--- src/rtl/enc_link_rx_if.sv ---
// rtl/enc_link_rx_if.sv - put/get handshake bundle between encoder stage, receive FIFO and consumer
//
// Signals:
//   put_code   [2:0]  encoded code {a2,a1,a0} from the encoder stage
//   EN_put            put strobe
//   RDY_put           receiver can take a code
//   EN_get            get strobe
//   get_onehot [7:0]  decoded head entry
//   RDY_get           a decoded word is available
// Modports: master = producer/consumer side, slave = enc_link_rx.
interface enc_link_rx_if;
    logic [2:0] put_code;
    logic       EN_put;
    logic       RDY_put;
    logic       EN_get;
    logic [7:0] get_onehot;
    logic       RDY_get;

    modport master (
        output put_code,
        output EN_put,
        output EN_get,
        input  RDY_put,
        input  get_onehot,
        input  RDY_get
    );

    modport slave (
        input  put_code,
        input  EN_put,
        input  EN_get,
        output RDY_put,
        output get_onehot,
        output RDY_get
    );
endinterface

--- src/rtl/enc_link_rx.sv ---
// rtl/enc_link_rx.sv - receive FIFO for 3-bit link codes with one-hot decode and drop counter
//
// Ports:
//   CLK        single clock, rising edge
//   RST_N      asynchronous active-low reset
//   lnk        enc_link_rx_if.slave: put_code/EN_put/RDY_put, EN_get/get_onehot/RDY_get
//   clr_drops  synchronous clear of drop_cnt (wins over a same-cycle drop)
//   occupancy  number of valid entries, 0..DEPTH
//   drop_cnt   saturating count of puts refused while full
module enc_link_rx #(
    parameter int DEPTH = 4,
    parameter int CNT_W = 8
) (
    input  logic                     CLK,
    input  logic                     RST_N,
    enc_link_rx_if.slave             lnk,
    input  logic                     clr_drops,
    output logic [$clog2(DEPTH):0]   occupancy,
    output logic [CNT_W-1:0]         drop_cnt
);

    localparam int AW = $clog2(DEPTH);
    localparam logic [AW:0]      OCC_FULL = (AW+1)'(DEPTH);
    localparam logic [CNT_W-1:0] DROP_MAX = '1;

    typedef enum logic [1:0] {
        S_EMPTY,
        S_PARTIAL,
        S_FULL
    } state_t;

    state_t          r_state;
    state_t          w_state_nxt;
    logic [AW:0]     r_occ;
    logic [AW:0]     w_occ_nxt;
    logic [AW-1:0]   r_wr_ptr;
    logic [AW-1:0]   r_rd_ptr;
    logic [2:0]      r_mem [DEPTH];
    logic [CNT_W-1:0] r_drop;

    logic w_put_fire;
    logic w_get_fire;
    logic w_drop;

    // Ready flags decode only the registered state, so EN_* never reaches RDY_*.
    assign lnk.RDY_put = (r_state != S_FULL);
    assign lnk.RDY_get = (r_state != S_EMPTY);

    assign w_put_fire = lnk.EN_put & lnk.RDY_put;
    assign w_get_fire = lnk.EN_get & lnk.RDY_get;
    // A put while full is refused even if a get frees a slot this same cycle.
    assign w_drop     = lnk.EN_put & ~lnk.RDY_put;

    assign lnk.get_onehot = (r_state != S_EMPTY) ? (8'd1 << r_mem[r_rd_ptr]) : 8'h00;
    assign occupancy      = r_occ;
    assign drop_cnt       = r_drop;

    always_ff @(posedge CLK or negedge RST_N) begin
        if (!RST_N) begin
            r_state <= S_EMPTY;
            r_occ   <= '0;
        end else begin
            r_state <= w_state_nxt;
            r_occ   <= w_occ_nxt;
        end
    end

    // State tracks the next occupancy value so it always agrees with r_occ.
    always_comb begin
        w_occ_nxt   = r_occ;
        w_state_nxt = S_PARTIAL;
        case ({w_put_fire, w_get_fire})
            2'b10:   w_occ_nxt = r_occ + (AW+1)'(1);
            2'b01:   w_occ_nxt = r_occ - (AW+1)'(1);
            default: w_occ_nxt = r_occ;
        endcase
        if (w_occ_nxt == '0) begin
            w_state_nxt = S_EMPTY;
        end else if (w_occ_nxt == OCC_FULL) begin
            w_state_nxt = S_FULL;
        end
    end

    always_ff @(posedge CLK or negedge RST_N) begin
        if (!RST_N) begin
            r_wr_ptr <= '0;
            r_rd_ptr <= '0;
        end else begin
            if (w_put_fire) begin
                r_wr_ptr <= r_wr_ptr + AW'(1);
            end
            if (w_get_fire) begin
                r_rd_ptr <= r_rd_ptr + AW'(1);
            end
        end
    end

    // Storage needs no reset: entries are only read when occupancy says they are valid.
    always_ff @(posedge CLK) begin
        if (w_put_fire) begin
            r_mem[r_wr_ptr] <= lnk.put_code;
        end
    end

    always_ff @(posedge CLK or negedge RST_N) begin
        if (!RST_N) begin
            r_drop <= '0;
        end else if (clr_drops) begin
            r_drop <= '0;
        end else if (w_drop && (r_drop != DROP_MAX)) begin
            r_drop <= r_drop + CNT_W'(1);
        end
    end

endmodule

--- src/flat_wrapper.sv ---
// flat-port wrapper written by rule: the top's interface ports become plain ports
module enc_link_rx_flat 
#(
    parameter int DEPTH = 4,
    parameter int CNT_W = 8
)
  (CLK, RST_N, clr_drops, occupancy, drop_cnt, lnk_put_code, lnk_EN_put, lnk_EN_get, lnk_RDY_put, lnk_get_onehot, lnk_RDY_get);
  enc_link_rx_if lnk_i ();
  input  logic CLK;
  input  logic RST_N;
  input  logic clr_drops;
  output logic [$clog2(DEPTH):0] occupancy;
  output logic [CNT_W-1:0] drop_cnt;
  input wire logic [$bits(lnk_i.put_code)-1:0] lnk_put_code;
  input wire logic [$bits(lnk_i.EN_put)-1:0] lnk_EN_put;
  input wire logic [$bits(lnk_i.EN_get)-1:0] lnk_EN_get;
  output wire logic [$bits(lnk_i.RDY_put)-1:0] lnk_RDY_put;
  output wire logic [$bits(lnk_i.get_onehot)-1:0] lnk_get_onehot;
  output wire logic [$bits(lnk_i.RDY_get)-1:0] lnk_RDY_get;
  assign lnk_i.put_code = lnk_put_code;
  assign lnk_i.EN_put = lnk_EN_put;
  assign lnk_i.EN_get = lnk_EN_get;
  assign lnk_RDY_put = lnk_i.RDY_put;
  assign lnk_get_onehot = lnk_i.get_onehot;
  assign lnk_RDY_get = lnk_i.RDY_get;
  enc_link_rx #(.DEPTH(DEPTH), .CNT_W(CNT_W)) u_core (.CLK(CLK), .RST_N(RST_N), .lnk(lnk_i), .clr_drops(clr_drops), .occupancy(occupancy), .drop_cnt(drop_cnt));
endmodule
--- config.mk ---
export PLATFORM = sky130hd
export DESIGN_NAME = enc_link_rx_flat
export DESIGN_NICKNAME = d
export VERILOG_FILES = /design/src/rtl/enc_link_rx_if.sv /design/src/rtl/enc_link_rx.sv /design/src/flat_wrapper.sv
export SDC_FILE = /design/constraint.sdc
export NUM_CORES = 1
export LEC_CHECK = 0
export ABC_AREA = 1
export CAP_MARGIN = 10
export CORE_AREA = 4 4 63 65
export DETAILED_ROUTE_END_ITERATION = 12
export DIE_AREA = 0 0 67 69
export PLACE_DENSITY = 0.72
export RECOVER_POWER = 25
export SLEW_MARGIN = 20
export SYNTH_ARGS = -nofsm -noshare
export SYNTH_HDL_FRONTEND = slang
export SYNTH_SLANG_ARGS = --single-unit
--- constraint.sdc ---
create_clock -name CLK -period 1.6 [get_ports CLK]
set_input_delay 0.32 -clock CLK [delete_from_list [all_inputs] [get_ports CLK]]
set_output_delay 0.32 -clock CLK [all_outputs]
set_load 0.01 [all_outputs]
==> results of run 1 <==
[worst max-delay path by stage]
stage | to | slack (ps) | cells after the start
finish | lnk_get_onehot[5] | -260 | 9
global route | lnk_get_onehot[4] | -360 | 9
CTS | lnk_get_onehot[6] | -260 | 8
detailed placement | u_core.r_state[1] | -530 | 12
global placement | u_core.r_state[1] | -470 | 12
floorplan | u_core.r_state[1] | -100 | 11
[placed cells by master, fill, tap and decap left out, types with 2 or more instances in the layout]
master / netlist / layout
clkbuf_1: 0 / 3
o21ai_0: 6 / 3
clkbuf_4: 0 / 5
clkdlybuf4s50_1: 0 / 10
o21ai_2: 0 / 2
inv_2: 0 / 2
nand3_1: 14 / 10
nor2_1: 20 / 15
dfrtp_1: 17 / 15
ha_1: 6 / 5
nand2_4: 0 / 3
inv_1: 32 / 28
nand3_2: 0 / 3
dlygate4sd2_1: 0 / 3
edfxtp_1: 12 / 12
buf_2: 1 / 9
dfrtp_2: 0 / 2
inv_4: 0 / 2
nand2_1: 48 / 36
buf_4: 0 / 24
xor2_1: 5 / 5
nand2_2: 1 / 10
a21oi_1: 4 / 4
nor2_4: 2 / 4
nor2_2: 1 / 4
dlymetal6s2s_1: 0 / 4
buf_6: 0 / 3
[critical path, delay by kind of cell (launching register included)]
family                 cells  cell delay (ps)
AND/OR/NAND/NOR            5              350
flip-flops                 1              460
AO/OA/AOI/OAI              1               50
buffers and inverters      3              360
[stage by stage]
| stage | cell area, sq um | worst slack, ps | cells |
|---|---|---|---|
| floorplan | 1540 | -98.5 | 176 |
| global placement | 1970 | -466 | 262 |
| detailed placement | 1970 | -534 | 262 |
| CTS | 2110 | -264 | 281 |
| global route | 2210 | -360 | 285 |
| finish | 2210 | -264 | 285 |
[sequential cells by signal, summed over array words and instances, names as in the netlist]
name	count
u_core.r_state	2
u_core.drop_cnt	8
u_core.occupancy	3
u_core.r_rd_ptr	2
u_core.r_mem	12
u_core.r_wr_ptr	2
[where the power goes]
part	leakage (uW)	switching [uW]	internal [uW]
sequential	0.000325	118	962
combinational	0.000800	941	782
clock	0.0000326	233	216
total	0.00116	1290	1960
[what timing repair did]
action,CTS,global route
hold endpoints to repair,0,0
pin swaps,6,9
cloned,0,1
buffers inserted,11,4
gates resized for setup,61,24
endpoints found under the setup margin,23,25
[layer usage]
metal | vias to the layer above | track usage (%)
met5 | - | 0
met4 | 0 | 8.33
met3 | 7 | 4.71
met2 | 38 | 27.1
met1 | 603 | 17.5
li1 | 673 | -
[area by class of cell]
class                           count  area (sq um)
Inverter                           32           125
Tap cell                           46          57.6
Fill cell                         285          1130
Multi-Input combinational cell    115           728
Clock buffer                        8          58.8
Timing Repair Buffer               55           449
Sequential cell                    29           788
[logic make-up (layout without fill, tap and decap cells)]
family | Yosys count | in the layout | share of synthesized area (%)
and+or+nand+nor | 89 | 89 | 25.1
buffers and inverters | 33 | 95 | 8.27
DFF | 29 | 29 | 51.9
AOI/OAI and AO/OA | 12 | 13 | 4.88
adders and majority gates | 7 | 7 | 6.29
xor gates and xnor gates | 6 | 6 | 3.47
==> metrics.txt, run 1 <==
number of distinct standard cells referenced by the synthesized netlist=21; initial core utilization=45.3%; Final Hold Slack=547 ps; first-pass iteration count of the detailed router=5; post-synthesis instance area=1510 sq um; most repeated cell in the gate-level netlist after synthesis=nand2_1; startpoint of the most critical register-to-register path=u_core.r_state[0]; Req. time, crit path=1280 ps; WL per Instance=11.9 microns; number of instances in the synthesized netlist=176; via total after detailed routing=1321; setup repair after global routing missed its margin=yes; Worst Hold Launch=u_core.drop_cnt[5]; Final Max Tran Viols=0; proportion of netlist area held by the largest area contributor=28.1%; critical path fanouts, max=7; core region area=3340 sq um; final total negative setup slack=-2390 ps; Crit Path Category=reg -> out; Least-Margin Pin Slew=967 ps; clock period minus worst slack=1860 ps; nature of the critical path startpoint=flip-flop; critical-path cell list=buf_6 > nand2_2 > o21ai_2 > nand2_1 > nand2_2 > inv_2 > nand2_2 > nor2_1 > buf_2; number of top-level pins=29; maximum capacitance violations=0; destination of the worst hold path=u_core.drop_cnt[5]; path type of the worst min-delay path=reg -> reg; Post-synth EDFFs=12; clock insertion delay at the later pin of the skew report=320 ps; Critical Path Source=u_core.r_rd_ptr[0]; clock tree skew after final layout=6.89 ps; worst-path cell with the longest stage delay=dfrtp_2; post-synthesis cell type with the largest combined area=dfrtp_1; average cell area after synthesis=8.59 sq um; async set-or-reset flop fraction in the synthesized netlist=58.6%; peak ir drop on the vdd network=962 uV; most used flip-flop cell after synthesis=dfrtp_1; final setup violating endpoints=12; Port Buffer Count=28; leakage power of the design=0.00116 uW; Avg Vias per Cell=4.64; number of H-tree levels=2; power density of the placed cells=1470 nW/um^2; stage delay of the slowest cell on the critical path=460 ps; Placer Congestion=0.871; number of endpoints with negative hold slack in the final report=0; worst reg2reg setup slack=-180 ps; Post-Route Utilization=66.1%; ratio of cells with drive above 1 in the final layout=33.1%; number of buffers inserted by hold repair at cts=0; Max clock buf depth=2; Met1 Wirelength=1380 microns; top cells by count, synth=48 x nand2_1, 32 x inv_1, 20 x nor2_1; total design power=3250 uW; reg2reg end=u_core.r_state[1]; run status=complete, but fails checks; cell occurring most often along the worst timing path=nand2_2; met3 routed WL=193 microns; largest net degree at the start of global routing=18; Highest Clock Rate=536 MHz; area overhead of the layout relative to synthesis=45.9%; Post-DRT Antenna Nets=0; number of CTS-inserted buffers=5; CTS Root Cell=clkbuf_4; number of clock sinks=29; smallest setup slack after layout=-264 ps; GRT Overall Usage=16.0%; FF-to-FF path depth=9; NumNets Final=253; hold depth=2; number of nets in the synthesized netlist=191; Routed Wire Length=3380 microns; CTS tree=built; # DRC=0; #FFs+latches synth=29; Die X=67 microns; share of the cycle needed by the critical path after routing=117%; Yosys warning count=0; number of standard-cell rows in the floorplan=21; gr ovfl total=0; Arrival @ worst endpoint=1540 ps; CTS clock-pin slew for the worst setup and hold paths=90 ps; failing checks=negative setup slack; top routing layer in use=met4; wire length of the first global-routing pass=5670 microns; placed wire-length estimate after detailed placement=2340 microns; critical path endpoint category=output port; cell types with the largest area share after synthesis=dfrtp_1 28%, edfxtp_1 24%, nand2_1 12%; Seq/Total Area, Yosys=51.9%; DRC violation total after the first TritonRoute iteration=70; vias in the first global route=1373; overall die height=69 microns; final antenna diode count=0; Met2 Wirelength=1740 microns; DIE AREA=4620 sq um; worst relative slew slack=35.6%; number of antenna violations at the first check in global routing=0
Power figures use the tool's default switching activity.
==> run 2: changes to the inputs <==
CORE_AREA = 2 2 61 63   (was 4 4 63 65)
DIE_AREA = 0 0 63 65   (was 0 0 67 69)
clock period = 1.54 ns   (was 1.6 ns; I/O delays follow)
==> metrics.txt, run 2 (same netlist as run 1, synthesis figures left out) <==
peak ir drop on the vdd network=840 uV (-13%); vias in the first global route=1157 (-16%); CTS clock-pin slew for the worst setup and hold paths=100 ps (about the same); critical path endpoint category=flip-flop; maximum capacitance violations=0 (unchanged); worst relative slew slack=39.2% (+3.6 points); final non-filler cell total=284 (-0.35%); final antenna diode count=0 (unchanged); GRT Overall Usage=17.5% (+1.5 points); Port Buffer Count=28 (unchanged); core region area=3500 sq um (+4.8%); Req. time, crit path=1800 ps (+520 ps); number of inserted filler cells in the final layout=307 (+7.7%); run status=complete, but fails checks; Die X=63 microns (-6.0%); WL per Instance=11.0 microns (-7.0%); placed wire-length estimate after detailed placement=2100 microns (-10%); number of clock sinks=29 (unchanged); number of CTS-inserted buffers=5 (unchanged); first-pass iteration count of the detailed router=4 (-1); Final Max Tran Viols=0 (unchanged); Worst Hold Launch=u_core.drop_cnt[5]; Post-DRT Antenna Nets=0 (unchanged); area overhead of the layout relative to synthesis=42.5%; Avg Vias per Cell=4.56 (-1.5%); wire length of the first global-routing pass=5390 microns (-5.0%); destination of the worst hold path=u_core.drop_cnt[5]; worst reg2reg setup slack=-300 ps (-120 ps); number of standard-cell rows in the floorplan=22 (+4.8%); smallest setup slack after layout=-298 ps (-33.1 ps); DIE AREA=4100 sq um (-11%); leakage power of the design=0.00111 uW (-4.2%); number of buffers inserted by hold repair at cts=0 (unchanged); NumNets Final=250 (-1.2%); CTS tree=built; nature of the critical path startpoint=flip-flop; number of antenna violations at the first check in global routing=0 (unchanged); Setup Slack @ Placement=-658 ps (-124 ps); final cell area excluding filler cells=2160 sq um (-2.3%); ratio of cells with drive above 1 in the final layout=34.3% (+1.3 points); number of top-level pins=29 (unchanged); largest net degree at the start of global routing=18 (unchanged); register with the most flip-flops=u_core.r_mem; overall die height=65 microns (-5.8%); Least-Margin Pin Slew=913 ps (-54.0 ps); post-place instance area=1990 sq um (+0.89%); Post-Route Utilization=61.7% (-4.5 points); number of flip-flops in the largest register=12 (unchanged); setup repair after global routing missed its margin=yes; reg2reg end=u_core.r_state[1]; CTS Root Cell=clkbuf_4; most common cell after layout, fill and taps aside=nand2_1; # DRC=0 (unchanged); most used cells in the layout excluding fill and tap cells=34 x nand2_1, 26 x inv_1, 21 x buf_4; DRC violation total after the first TritonRoute iteration=41 (-41%); DP Cell Count=266 (+1.5%); clock period minus worst slack=1840 ps; via total after detailed routing=1296 (-1.9%); initial core utilization=43.3% (-2.1 points); Arrival @ worst endpoint=2100 ps (+560 ps); Placer Congestion=0.765 (-12%); failing checks=negative setup slack; share of the cycle needed by the critical path after routing=119%; total design power=3260 uW (about the same); Highest Clock Rate=544 MHz; number of H-tree levels=2 (unchanged); hold depth=2 (unchanged); startpoint of the most critical register-to-register path=u_core.r_state[1]; clock insertion delay at the later pin of the skew report=340 ps (+20 ps); FF-to-FF path depth=12 (+3); final setup violating endpoints=14 (+2); Crit Path Category=reg -> reg; power density of the placed cells=1510 nW/um^2 (+2.4%); Max clock buf depth=2 (unchanged); Routed Wire Length=3130 microns (-7.4%); number of endpoints with negative hold slack in the final report=0 (unchanged); clock tree skew after final layout=11.7 ps (+4.78 ps); critical path fanouts, max=2 (-5); path type of the worst min-delay path=reg -> reg; gr ovfl total=0 (unchanged)
==> run 2: routing by layer <==
| layer | global-route usage, % | wire [microns] | vias up | share of wire [%] |
|---|---|---|---|---|
| li1 | - | - | 663 | - |
| met1 | 21.1 | 1390 | 592 | 44 |
| met2 | 27.5 | 1480 | 34 | 47 |
| met3 | 5.21 | 163 | 7 | 5.2 |
| met4 | 10.8 | 89 | 0 | 2.8 |
| met5 | 0 | 0 | - | 0 |
==> run 2: layout make-up <==
type / instances / area (sq um) / area share (%)
Clock inverter: 3 / 12.5 / 0.580
Clock buffer: 5 / 37.5 / 1.74
Inverter: 32 / 123 / 5.69
Sequential cell: 29 / 788 / 36.6
Timing Repair Buffer: 53 / 418 / 19.4
Multi-Input combinational cell: 114 / 717 / 33.3
Tap cell: 48 / 60.1 / 2.79
==> run 2: per-stage QoR <==
step                      TNS (ps)  hold slack [ps]
after detailed placement     -6270              513
after global routing         -4150              568
final                        -2950              526
after CTS                    -2730              278
after global placement       -5620              507
after floorplan               -367             12.4
==> run 2: critical path, stage by stage (launching register included) <==
cell and delay (ps):
dfrtp_1 420, buf_6 140, nand2_4 50, nand2_4 70, ha_4 150, inv_4 40, fa_2 360, inv_2 70
nand2_2 40, nand3_2 50, xor2_1 210, inv_1 70, nor2_1 100
==> run 2: how the worst max path moves through the flow <==
stage	from	to	slack, ps	cells past startpoint
6_report	u_core.r_state[1]	u_core.r_state[1]	-300	12
5_1_grt	u_core.r_rd_ptr[0]	lnk_get_onehot[6]	-400	9
4_1_cts	u_core.r_rd_ptr[0]	lnk_get_onehot[2]	-280	7
3_5_place_dp	lnk_EN_get	u_core.r_state[1]	-660	11
3_3_place_gp	lnk_EN_get	u_core.r_state[1]	-510	12
2_1_floorplan	u_core.r_state[0]	u_core.r_state[1]	-160	11
==> run 2: power breakdown <==
| group | internal (uW) | switching, uW |
|---|---|---|
| Sequential | 999 | 114 |
| Clock | 164 | 265 |
| Combinational | 755 | 958 |
| Total | 1920 | 1340 |
==> run 2: what timing repair did <==
action,in CTS,in global routing
endpoints found under the setup margin,24,13
buffers inserted,8,2
gates cloned,0,0
pin swaps,12,9
gates resized for setup,79,15
==> run 3: changes to the inputs <==
HOLD_SLACK_MARGIN = 0.08   (was unset)
==> results of run 3 <==
The final DEF is identical to that of run 2; final timing and power are the same.
